### src/rtl/cpu_memory_stage.sv
// CPU memory pipeline stage.
// Takes the execute result record, performs loads, stores and cache flushes
// on the data bus, and publishes a tagged writeback record. A new operation
// is recognised by its tag differing from the last retired tag while idle.
module cpu_memory_stage #(
    parameter int TAG_WIDTH = 4
) (
    input  logic                 i_clock,
    input  logic                 i_reset,
    output logic                 o_fault,
    output logic                 o_busy,
    input  logic [TAG_WIDTH-1:0] i_tag,
    input  logic [4:0]           i_inst_rd,
    input  logic [31:0]          i_rd,
    input  logic                 i_mem_read,
    input  logic                 i_mem_write,
    input  logic                 i_mem_flush,
    input  logic [2:0]           i_mem_width,
    input  logic                 i_mem_signed,
    input  logic [31:0]          i_mem_address,
    output logic                 o_bus_request,
    output logic                 o_bus_rw,
    output logic                 o_bus_flush,
    output logic [31:0]          o_bus_address,
    output logic [3:0]           o_bus_byte_enable,
    output logic [31:0]          o_bus_wdata,
    input  logic                 i_bus_ready,
    input  logic [31:0]          i_bus_rdata,
    output logic [TAG_WIDTH-1:0] o_tag,
    output logic [4:0]           o_inst_rd,
    output logic [31:0]          o_rd
);

    typedef enum logic [1:0] {
        S_IDLE  = 2'd0,
        S_READ  = 2'd1,
        S_WRITE = 2'd2,
        S_FLUSH = 2'd3
    } state_t;

    state_t                 r_state;

    // Writeback record and sticky fault
    logic [TAG_WIDTH-1:0]   r_tag;
    logic [4:0]             r_inst_rd;
    logic [31:0]            r_rd;
    logic                   r_fault;

    // Bus request registers, held stable for the whole transaction
    logic                   r_bus_request;
    logic                   r_bus_rw;
    logic                   r_bus_flush;
    logic [31:0]            r_bus_address;
    logic [3:0]             r_bus_byte_enable;
    logic [31:0]            r_bus_wdata;

    // Copy of the execute record taken when a bus operation starts
    logic [TAG_WIDTH-1:0]   r_lat_tag;
    logic [4:0]             r_lat_inst_rd;
    logic [31:0]            r_lat_rd;
    logic [2:0]             r_lat_width;
    logic                   r_lat_signed;
    logic [1:0]             r_lat_off;

    logic                   w_new_op;
    logic                   w_mem_op;
    logic                   w_misaligned;

    // Width/offset legality: bytes are always legal, halves need an even
    // address, words need a word address; any other width is illegal.
    function automatic logic f_misaligned(input logic [2:0] width, input logic [1:0] off);
        logic bad;
        case (width)
            3'd1:    bad = 1'b0;
            3'd2:    bad = off[0];
            3'd4:    bad = (off != 2'b00);
            default: bad = 1'b1;
        endcase
        return bad;
    endfunction

    // Byte-lane enables for a store of the given width at the given offset.
    function automatic logic [3:0] f_byte_enable(input logic [2:0] width, input logic [1:0] off);
        logic [3:0] be;
        case (width)
            3'd1:    be = 4'b0001 << off;
            3'd2:    be = 4'b0011 << off;
            3'd4:    be = 4'b1111;
            default: be = 4'b0000;
        endcase
        return be;
    endfunction

    // Store data replicated across all lanes so the enables pick the right copy.
    function automatic logic [31:0] f_wdata(input logic [2:0] width, input logic [31:0] data);
        logic [31:0] wd;
        case (width)
            3'd1:    wd = {4{data[7:0]}};
            3'd2:    wd = {2{data[15:0]}};
            3'd4:    wd = data;
            default: wd = 32'h0000_0000;
        endcase
        return wd;
    endfunction

    // Pick the addressed byte/half out of the read word and extend it.
    function automatic logic [31:0] f_load(input logic [2:0] width, input logic [1:0] off,
                                           input logic sgn, input logic [31:0] rdata);
        logic [31:0] sh;
        logic [31:0] ld;
        sh = rdata >> {off, 3'b000};
        case (width)
            3'd1:    ld = sgn ? {{24{sh[7]}}, sh[7:0]}   : {24'h00_0000, sh[7:0]};
            3'd2:    ld = sgn ? {{16{sh[15]}}, sh[15:0]} : {16'h0000, sh[15:0]};
            3'd4:    ld = rdata;
            default: ld = 32'h0000_0000;
        endcase
        return ld;
    endfunction

    // New-op detection, stall generation and alignment check on the live inputs
    always_comb begin
        w_new_op     = (r_state == S_IDLE) && (i_tag != r_tag);
        w_mem_op     = i_mem_read || i_mem_write || i_mem_flush;
        w_misaligned = f_misaligned(i_mem_width, i_mem_address[1:0]);
        o_busy       = (r_state != S_IDLE) || (w_new_op && w_mem_op);
    end

    // Stage FSM: issue bus transactions, hold them until ready, retire records
    always_ff @(posedge i_clock) begin
        if (i_reset) begin
            r_state           <= S_IDLE;
            r_tag             <= '0;
            r_inst_rd         <= 5'd0;
            r_rd              <= 32'h0000_0000;
            r_fault           <= 1'b0;
            r_bus_request     <= 1'b0;
            r_bus_rw          <= 1'b0;
            r_bus_flush       <= 1'b0;
            r_bus_address     <= 32'h0000_0000;
            r_bus_byte_enable <= 4'b0000;
            r_bus_wdata       <= 32'h0000_0000;
            r_lat_tag         <= '0;
            r_lat_inst_rd     <= 5'd0;
            r_lat_rd          <= 32'h0000_0000;
            r_lat_width       <= 3'd0;
            r_lat_signed      <= 1'b0;
            r_lat_off         <= 2'b00;
        end else begin
            case (r_state)
                S_IDLE: begin
                    if (w_new_op) begin
                        if (!w_mem_op) begin
                            // Non-memory result: retire next cycle, no bus activity
                            r_tag     <= i_tag;
                            r_inst_rd <= i_inst_rd;
                            r_rd      <= i_rd;
                        end else if (w_misaligned) begin
                            // Retire with a zero result so the pipeline keeps moving
                            r_fault   <= 1'b1;
                            r_tag     <= i_tag;
                            r_inst_rd <= i_inst_rd;
                            r_rd      <= 32'h0000_0000;
                        end else begin
                            r_lat_tag     <= i_tag;
                            r_lat_inst_rd <= i_inst_rd;
                            r_lat_rd      <= i_rd;
                            r_lat_width   <= i_mem_width;
                            r_lat_signed  <= i_mem_signed;
                            r_lat_off     <= i_mem_address[1:0];
                            r_bus_request <= 1'b1;
                            r_bus_address <= {i_mem_address[31:2], 2'b00};
                            if (i_mem_write) begin
                                r_state           <= S_WRITE;
                                r_bus_rw          <= 1'b1;
                                r_bus_flush       <= 1'b0;
                                r_bus_byte_enable <= f_byte_enable(i_mem_width, i_mem_address[1:0]);
                                r_bus_wdata       <= f_wdata(i_mem_width, i_rd);
                            end else if (i_mem_read) begin
                                r_state           <= S_READ;
                                r_bus_rw          <= 1'b0;
                                r_bus_flush       <= 1'b0;
                                r_bus_byte_enable <= 4'b0000;
                                r_bus_wdata       <= 32'h0000_0000;
                            end else begin
                                r_state           <= S_FLUSH;
                                r_bus_rw          <= 1'b0;
                                r_bus_flush       <= 1'b1;
                                r_bus_byte_enable <= 4'b0000;
                                r_bus_wdata       <= 32'h0000_0000;
                            end
                        end
                    end
                end
                S_READ, S_WRITE, S_FLUSH: begin
                    if (i_bus_ready) begin
                        r_state           <= S_IDLE;
                        r_bus_request     <= 1'b0;
                        r_bus_rw          <= 1'b0;
                        r_bus_flush       <= 1'b0;
                        r_bus_address     <= 32'h0000_0000;
                        r_bus_byte_enable <= 4'b0000;
                        r_bus_wdata       <= 32'h0000_0000;
                        r_tag             <= r_lat_tag;
                        r_inst_rd         <= r_lat_inst_rd;
                        // Stores and flushes hand the store data on, as execute does
                        if (r_state == S_READ) begin
                            r_rd <= f_load(r_lat_width, r_lat_off, r_lat_signed, i_bus_rdata);
                        end else begin
                            r_rd <= r_lat_rd;
                        end
                    end
                end
                default: begin
                    r_state       <= S_IDLE;
                    r_bus_request <= 1'b0;
                end
            endcase
        end
    end

    assign o_fault           = r_fault;
    assign o_bus_request     = r_bus_request;
    assign o_bus_rw          = r_bus_rw;
    assign o_bus_flush       = r_bus_flush;
    assign o_bus_address     = r_bus_address;
    assign o_bus_byte_enable = r_bus_byte_enable;
    assign o_bus_wdata       = r_bus_wdata;
    assign o_tag             = r_tag;
    assign o_inst_rd         = r_inst_rd;
    assign o_rd              = r_rd;

endmodule

### config.mk
export PLATFORM = sky130hd
export DESIGN_NAME = cpu_memory_stage
export DESIGN_NICKNAME = d
export VERILOG_FILES = /design/src/rtl/cpu_memory_stage.sv
export SDC_FILE = /design/constraint.sdc
export NUM_CORES = 1
export LEC_CHECK = 0
export ABC_AREA = 1
export BUFFER_PORTS_ARGS = -buffer_cell sky130_fd_sc_hd__buf_2
export CORE_UTILIZATION = 30
export DETAILED_ROUTE_END_ITERATION = 8
export PLACE_DENSITY = 0.55
export SLEW_MARGIN = 5
export SYNTH_ARGS = -nofsm -noshare
export SYNTH_HDL_FRONTEND = slang
export SYNTH_SLANG_ARGS = --single-unit
### constraint.sdc
create_clock -name i_clock -period 1.5 [get_ports i_clock]
set_input_delay 0.15 -clock i_clock [delete_from_list [all_inputs] [get_ports i_clock]]
set_output_delay 0.15 -clock i_clock [all_outputs]
set_load 0.005 [all_outputs]
==> impl_metrics.csv, run 1 <==
group,metric,value,unit
worst_setup_path,crit_buf_inv,2,
power_and_ir_drop,p_leak,6.29,nW
sta,tightest_slew,0.534,ns
floorplanning,pin_count,229,
worst_setup_path,worst_path_largest_cell_delay,0.34,ns
worst_setup_path,worst_ep_required_time,1.35,ns
sta,hold_ws,0.0146,ns
placement,post-place-ws,-0.262,ns
routing,drc,0,
grt,antenna_found_initial,0,
finish,fin_nets,1718,
logic_synthesis,synth_top_cell_area_share,41.0,%
power_and_ir_drop,irDropWorstVdd,0.798,mV
logic_synthesis,seq_area_frac_synth,41.0,%
worst_setup_path,cp-end-kind,"output port",
status,status,"complete, but fails checks",
worst_setup_path,r2r_slack,-0.22,ns
worst_setup_path,worst_path_most_repeated_cell,"nor2_1",
sta,setup_ws,-0.222,ns
worst_setup_path,path_delay_family,"simple AND/OR/NAND/NOR gates",
sta,min_period_over_period,115,%
power_and_ir_drop,power,17.3,mW
grt,grt_pass1_vias,9192,
sta,rsz0062_at_grt,"yes",
clock_tree,cts_tree,"done",
power_and_ir_drop,internal_power,11.1,mW
floorplanning,fp.dieW,163,um
placement,dp_hpwl,21300,um
sta,hold_viol_final,0,
finish,layout_commonest_cell,"nand2_1",
clock_tree,clockBufferDepth,2,
placement,gp_congestion,0.909,
sta,setup_viol,160,
sta,fin_crit,1.72,ns
worst_setup_path,cp.arrival,1.57,ns
floorplanning,core,25400,um2
routing,drt-pass1-iter-count,5,
routing,drt_iter0_markers,725,
grt,grt_usage,24.9,%
grt,overflow,0,
sta,fmax,581,MHz
power_and_ir_drop,p_sw,6.18,mW
sta,maxSlewHeadroom,64.4,%
worst_setup_path,cp_slowest_cell,"dfxtp_2",
finish,final_area,13800,um2
logic_synthesis,avgSynthCellArea,6.42,um2
power_and_ir_drop,power_density,1250,nW/um2
clock_tree,clockRootBuffer,"clkbuf_16",
finish,mostFrequentLayoutCells,"264 x nand2_1, 225 x buf_2, 153 x dfxtp_1",
logic_synthesis,ys_types,28,
power_and_ir_drop,pwr-share-comb,42.4,%
worst_setup_path,criticalPathCategory,"reg -> out",
placement,placed_area,9940,um2
grt,grt_max_degree,74,
logic_synthesis,syn_area,7820,um2
clock_tree,h-tree-depth,4,
floorplanning,start_util,30.8,%
clock_tree,clk_pin_slew,0.07,ns
finish,syn_to_final_growth,77.0,%
job,drv_cap,0,
logic_synthesis,synth_area_leaders,"dfxtp_1 41%, nand2_1 17%, nor2_1 8.6%",
routing,detail_route.wl_per_cell,17.7,um
status,violations,"negative setup slack",
logic_synthesis,ys_ff_latch,160,
floorplanning,design.die.area,26700,um2
worst_setup_path,cp-start-kind,"flop",
grt,grt_pass1_wl,50600,um
sta,timing.setup.tns,-18.60,ns
hold_path,hold_path.class,"in -> reg",
clock_tree,cts_made_buffers,17,
routing,postRouteAntennaNets,0,
sta,finClkSkew,0.0125,ns
finish,drive_above_1_share,44.7,%
power_and_ir_drop,seq_power_share,30.6,%
power_and_ir_drop,clkPwrFrac,27.0,%
worst_setup_path,crit_chain,"nor2_1, nor2_1, nor2_1, nand2_2, nand3_4, buf_6, nand2_4, buf_6",
routing,viasPerCell,4.98,
clock_tree,clock-sinks,160,
logic_synthesis,ys_warn_count,0,
routing,finalWirelength,34500,um
routing,num_vias,9694,
floorplanning,rows,58,
finish,num_antenna_cells,0,
floorplanning,fp.dieH,163,um
logic_synthesis,synth_top_area_cell,"dfxtp_1",
logic_synthesis,syn_inst,1219,
placement,port_buffers,226,
power_and_ir_drop,p_sw_share,35.8,%
clock_tree,insertion_delay,0.44,ns
sta,slew_viol_final,0,
worst_setup_path,critPathMaxFanout,3,
-- per-stage QoR --
| stage | instances | util, % |
|---|---|---|
| 6_report | 1946 | 54.5 |
| 5_1_grt | 1946 | 54.5 |
| 3_3_place_gp | 1795 | 39.1 |
| 4_1_cts | 1939 | 50.9 |
| 3_5_place_dp | 1795 | 39.1 |
| 2_1_floorplan | 1220 | - |
-- area by class of cell --
class / count / area [um2]
fill: 2363 / 11600
inverter: 87 / 375
timing repair buffer: 444 / 3870
sequential: 160 / 3210
clock buffer: 19 / 443
tap: 330 / 413
clock inverter: 13 / 173
multi-input combinational: 893 / 5360
-- power by group through the flow --
stage                     Clock (mW)  Sequential, mW  Combinational, mW
after floorplan                    0            5.21               2.30
after global placement             0            5.24               4.12
after detailed placement           0            5.25               4.16
after CTS                       4.72            5.21               6.61
after global routing            4.89            5.33               7.87
final                           4.66            5.27               7.33
-- layer usage --
metal	GRT usage (%)	routed length, um	vias up
met4	8.33	936	0
li1	-	-	4707
met2	41.6	16600	373
met3	5.43	2570	60
met5	0	0	-
met1	31.4	14400	4554
-- path summary, 6_finish.rpt --
kind	cells past startpoint	start	endpoint
setup / recovery	8	o_tag[0]$_SDFFE_PP0P_	o_busy
hold reg to reg	2	o_bus_wdata[11]$_SDFFE_PP0P_	o_bus_wdata[11]$_SDFFE_PP0P_
hold / removal	3	i_rd[15]	r_lat_rd[15]$_SDFFE_PP0P_
setup reg to reg	14	o_tag[0]$_SDFFE_PP0P_	o_rd[0]$_SDFFE_PP0P_
-- cell families (layout without fill, tap and decap cells) --
kind of cell / count (synthesis) / after routing / synth area share (%)
and+or+nand+nor: 633 / 635 / 32.3
xor gates and xnor gates: 3 / 3 / 0.336
AOI/OAI and AO/OA: 253 / 253 / 17.1
other: 1 / 2 / 0.0479
buffers and inverters: 169 / 563 / 9.26
DFF: 160 / 160 / 41.0
-- tightest hold or removal path: cells and delay by family --
family / cells / cell delay (ns)
simple gates: 2 / 0.13
buf+inv: 1 / 0.12
-- cell usage after synthesis --
cell      instances
clkinv_1          4
nor3_1            5
nand3_2           2
o22ai_1           8
conb_1            1
xor2_1            3
nor2_1          180
dfxtp_1         160
buf_2            18
nand3b_1          1
o211ai_1          5
nor3_2            1
buf_6             4
clkbuf_1         49
inv_1            79
a22oi_1          12
nand3_1          65
nand2_2           5
a21oi_1         100
a31oi_1          13
nand4_1           8
buf_1             1
o21ai_0         115
buf_4            10
nand2_1         364
inv_2             4
nor2_4            1
nor2_2            1
-- state kept, by name, indices dropped and copies added, names as in the netlist --
name and flops:
o_bus_wdata 32, o_rd 32, r_lat_rd 32, o_bus_address 30
o_inst_rd 5, r_lat_inst_rd 5, o_bus_byte_enable 4, o_tag 4
r_lat_tag 4, r_lat_width 3, r_lat_off 2, r_state 2
o_bus_flush 1, o_bus_request 1, o_bus_rw 1, o_fault 1
r_lat_signed 1
-- timing repair --
action / in CTS / in global routing
hold endpoints to repair: 58 / 0
gates resized for setup: 271 / 264
setup endpoints to repair: 159 / 161
hold buffers: 57 / 0
buffers inserted: 29 / 17
pin swaps: 58 / 70
cloned: 27 / 10
Note: power is estimated with default switching activity, not from simulation.
==> run 2, diff against run 1 <==
MAX_ROUTING_LAYER = met4   (was default)
==> run 2 against run 1 <==
The flow still finishes with violations (negative setup slack). Fmax up 0.27%. Non-clock buffer count down 7. Design area down 3.7%. Cell count down 0.41%. Routed wire length down 5.1%. Worst hold slack worse by 0.0029 ns. Global-route usage down 1.1 points. Flip-flop and latch count unchanged. Combinational power down 4.8%. Utilization down 2.0 points. Via count down 2.5%. Critical path type is now reg -> reg. Largest power group unchanged. Highest routed layer unchanged.
==> impl_metrics.csv, run 2 (synthesis gave the netlist of run 1 again) <==
group,metric,value,unit
status,status,"complete, but fails checks",
status,violations,"negative setup slack",
routing,drt-pass1-iter-count,5,
sta,setup_ws,-0.218,ns
power_and_ir_drop,p_sw,5.98,mW
sta,fmax,582,MHz
clock_tree,clockRootBuffer,"clkbuf_16",
placement,dp_hpwl,21200,um
routing,drt_iter0_markers,671,
sta,finClkSkew,0.0117,ns
power_and_ir_drop,power_density,1250,nW/um2
clock_tree,clock-sinks,160,
finish,fin_util,52.5,%
grt,grt_pass1_wl,47400,um
clock_tree,h-tree-depth,4,
grt,grt_pass1_vias,8905,
power_and_ir_drop,clkPwrFrac,26.9,%
floorplanning,fp.dieH,163,um
finish,fin_nets,1710,
clock_tree,clockBufferDepth,2,
sta,fin_crit,1.72,ns
worst_setup_path,cp-end-kind,"flop",
hold_path,hold_path.class,"in -> reg",
hold_path,min_to,"o_bus_wdata[6]$_SDFFE_PP0P_",
routing,detail_route.wl_per_cell,16.9,um
finish,drive_above_1_share,41.4,%
worst_setup_path,cp_slowest_cell,"dfxtp_2",
placement,port_buffers,226,
job,drv_cap,0,
worst_setup_path,worst_path_largest_cell_delay,0.32,ns
worst_setup_path,critPathMaxFanout,6,
routing,finalWirelength,32700,um
finish,fillCellCount,2495,
worst_setup_path,cp.arrival,2.05,ns
routing,drc,0,
sta,slew_viol_final,0,
floorplanning,pin_count,229,
finish,mostFrequentLayoutCells,"274 x nand2_1, 225 x buf_2, 154 x dfxtp_1",
clock_tree,clk_pin_slew,0.07,ns
hold_path,min_from,"i_rd[6]",
routing,num_vias,9455,
grt,grt_usage,23.7,%
worst_setup_path,worst_ep_required_time,1.83,ns
hold_path,whs_path_depth,3,
finish,syn_to_final_growth,70.6,%
finish,layout_commonest_cell,"nand2_1",
sta,min_period_over_period,115,%
worst_setup_path,r2r_slack,-0.22,ns
worst_setup_path,cp-start-kind,"flop",
worst_setup_path,cp.depth,11,
floorplanning,rows,58,
routing,viasPerCell,4.88,
power_and_ir_drop,seq_power_share,31.3,%
placement,gp_congestion,0.908,
power_and_ir_drop,p_leak,6.02,nW
grt,overflow,0,
finish,ff_latch_area,3210,um2
routing,postRouteAntennaNets,0,
sta,tightest_slew,0.909,ns
finish,final_area,13300,um2
sta,maxSlewHeadroom,39.4,%
floorplanning,start_util,30.8,%
power_and_ir_drop,internal_power,10.7,mW
clock_tree,insertion_delay,0.43,ns
worst_setup_path,r2r_start,"o_tag[3]$_SDFFE_PP0P_",
worst_setup_path,crit_buf_inv,4,
floorplanning,fp.dieW,163,um
grt,grt_max_degree,74,
worst_setup_path,path_delay_family,"buffers and inverters",
clock_tree,cts_tree,"done",
worst_setup_path,criticalPathCategory,"reg -> reg",
finish,multi_input_comb_area,4990,um2
floorplanning,design.die.area,26700,um2
grt,antenna_found_initial,0,
power_and_ir_drop,irDropWorstVdd,0.766,mV
power_and_ir_drop,p_sw_share,35.8,%
power_and_ir_drop,pwr-share-comb,41.8,%
worst_setup_path,r2r_end,"r_lat_rd[22]$_SDFFE_PP0P_",
power_and_ir_drop,power,16.7,mW
worst_setup_path,crit_chain,"xor2_1, nor2_1, nand2_2, nand3_4, nor2_4, buf_6, buf_6, buf_12, clkbuf_16, o21ai_4, nor2_1",
worst_setup_path,reg2reg_depth,11,
placement,placed_area,9930,um2
sta,rsz0062_at_grt,"yes",
sta,hold_viol_final,0,
floorplanning,core,25400,um2
clock_tree,cts_made_buffers,17,
sta,setup_viol,160,
finish,num_antenna_cells,0,
## run 2: changes by cell type in the layout (fill, tap and decap cells not counted), sizes merged
cell	previous run	this run
buf	379	369
clkbuf	27	33
dlygate4sd3	57	52
inv	88	91
clkinv	6	8
nand3	69	67
bufinv	3	2
clkinvlp	3	2
## run 2: per-layer routing
metal	up-vias	routed length (um)	GRT usage [%]
met1	4412	14100	28.7
li1	4680	-	-
met4	0	894	8.88
met2	308	15800	38.8
met5	-	0	-
met3	55	1930	4.57
## run 2: timing repair
| item | CTS | global route |
|---|---|---|
| pin swaps | 16 | 47 |
| buffers inserted | 17 | 12 |
| endpoints found under the setup margin | 160 | 160 |
| gates cloned | 11 | 21 |
| endpoints found under the hold margin | 52 | 0 |
| hold buffers | 52 | 0 |
| gates resized for setup | 167 | 250 |
## run 2: final cells by class
type / count / share of cell area [%]
clock buffers: 17 / 3.19
clock inverters: 15 / 1.27
flip-flops and latches: 160 / 24.1
repair inverters: 1 / 0.0844
repair buffers: 437 / 28.2
well taps: 330 / 3.10
multi-input cells: 891 / 37.4
inverters: 87 / 2.64
## run 2: worst max-delay path by stage
stage,startpoint,endpoint,slack (ns)
after global routing,o_tag[1]$_SDFFE_PP0P_,r_lat_rd[3]$_SDFFE_PP0P_,-0.28
final,o_tag[3]$_SDFFE_PP0P_,r_lat_rd[22]$_SDFFE_PP0P_,-0.22
after global placement,i_mem_width[0],o_bus_wdata[11]$_SDFFE_PP0P_,-0.23
after detailed placement,i_mem_width[0],o_bus_wdata[11]$_SDFFE_PP0P_,-0.25
after CTS,o_tag[1]$_SDFFE_PP0P_,o_busy,-0.18
after floorplan,r_state[1]$_SDFFE_PP0P_,r_lat_inst_rd[0]$_SDFFE_PP0P_,-0.03
## run 2: tightest hold or removal path, delay by kind of cell
| family | cells | cell delay, ns |
|---|---|---|
| buffers and inverters | 1 | 0.13 |
| and+or+nand+nor | 1 | 0.07 |
| AOI/OAI and AO/OA | 1 | 0.05 |
## run 2: power groups by stage
stage	sequential (mW)	clock [mW]	combinational (mW)
floorplan	5.21	0	2.30
global placement	5.23	0	4.10
detailed placement	5.24	0	4.13
CTS	5.18	4.59	5.09
global route	5.29	4.76	7.53
finish	5.23	4.50	6.98
## run 2: per-stage QoR
| stage | hold WS (ns) | cells | worst slack [ns] | setup TNS, ns |
|---|---|---|---|---|
| 3_3_place_gp | 0.389 | 1797 | -0.233 | -23.12 |
| 6_report | 0.0117 | 1938 | -0.218 | -23.40 |
| 2_1_floorplan | 0.285 | 1220 | -0.0320 | -0.655 |
| 3_5_place_dp | 0.398 | 1797 | -0.253 | -24.40 |
| 4_1_cts | 0.000482 | 1908 | -0.177 | -16.82 |
| 5_1_grt | 0.00724 | 1938 | -0.278 | -36.41 |
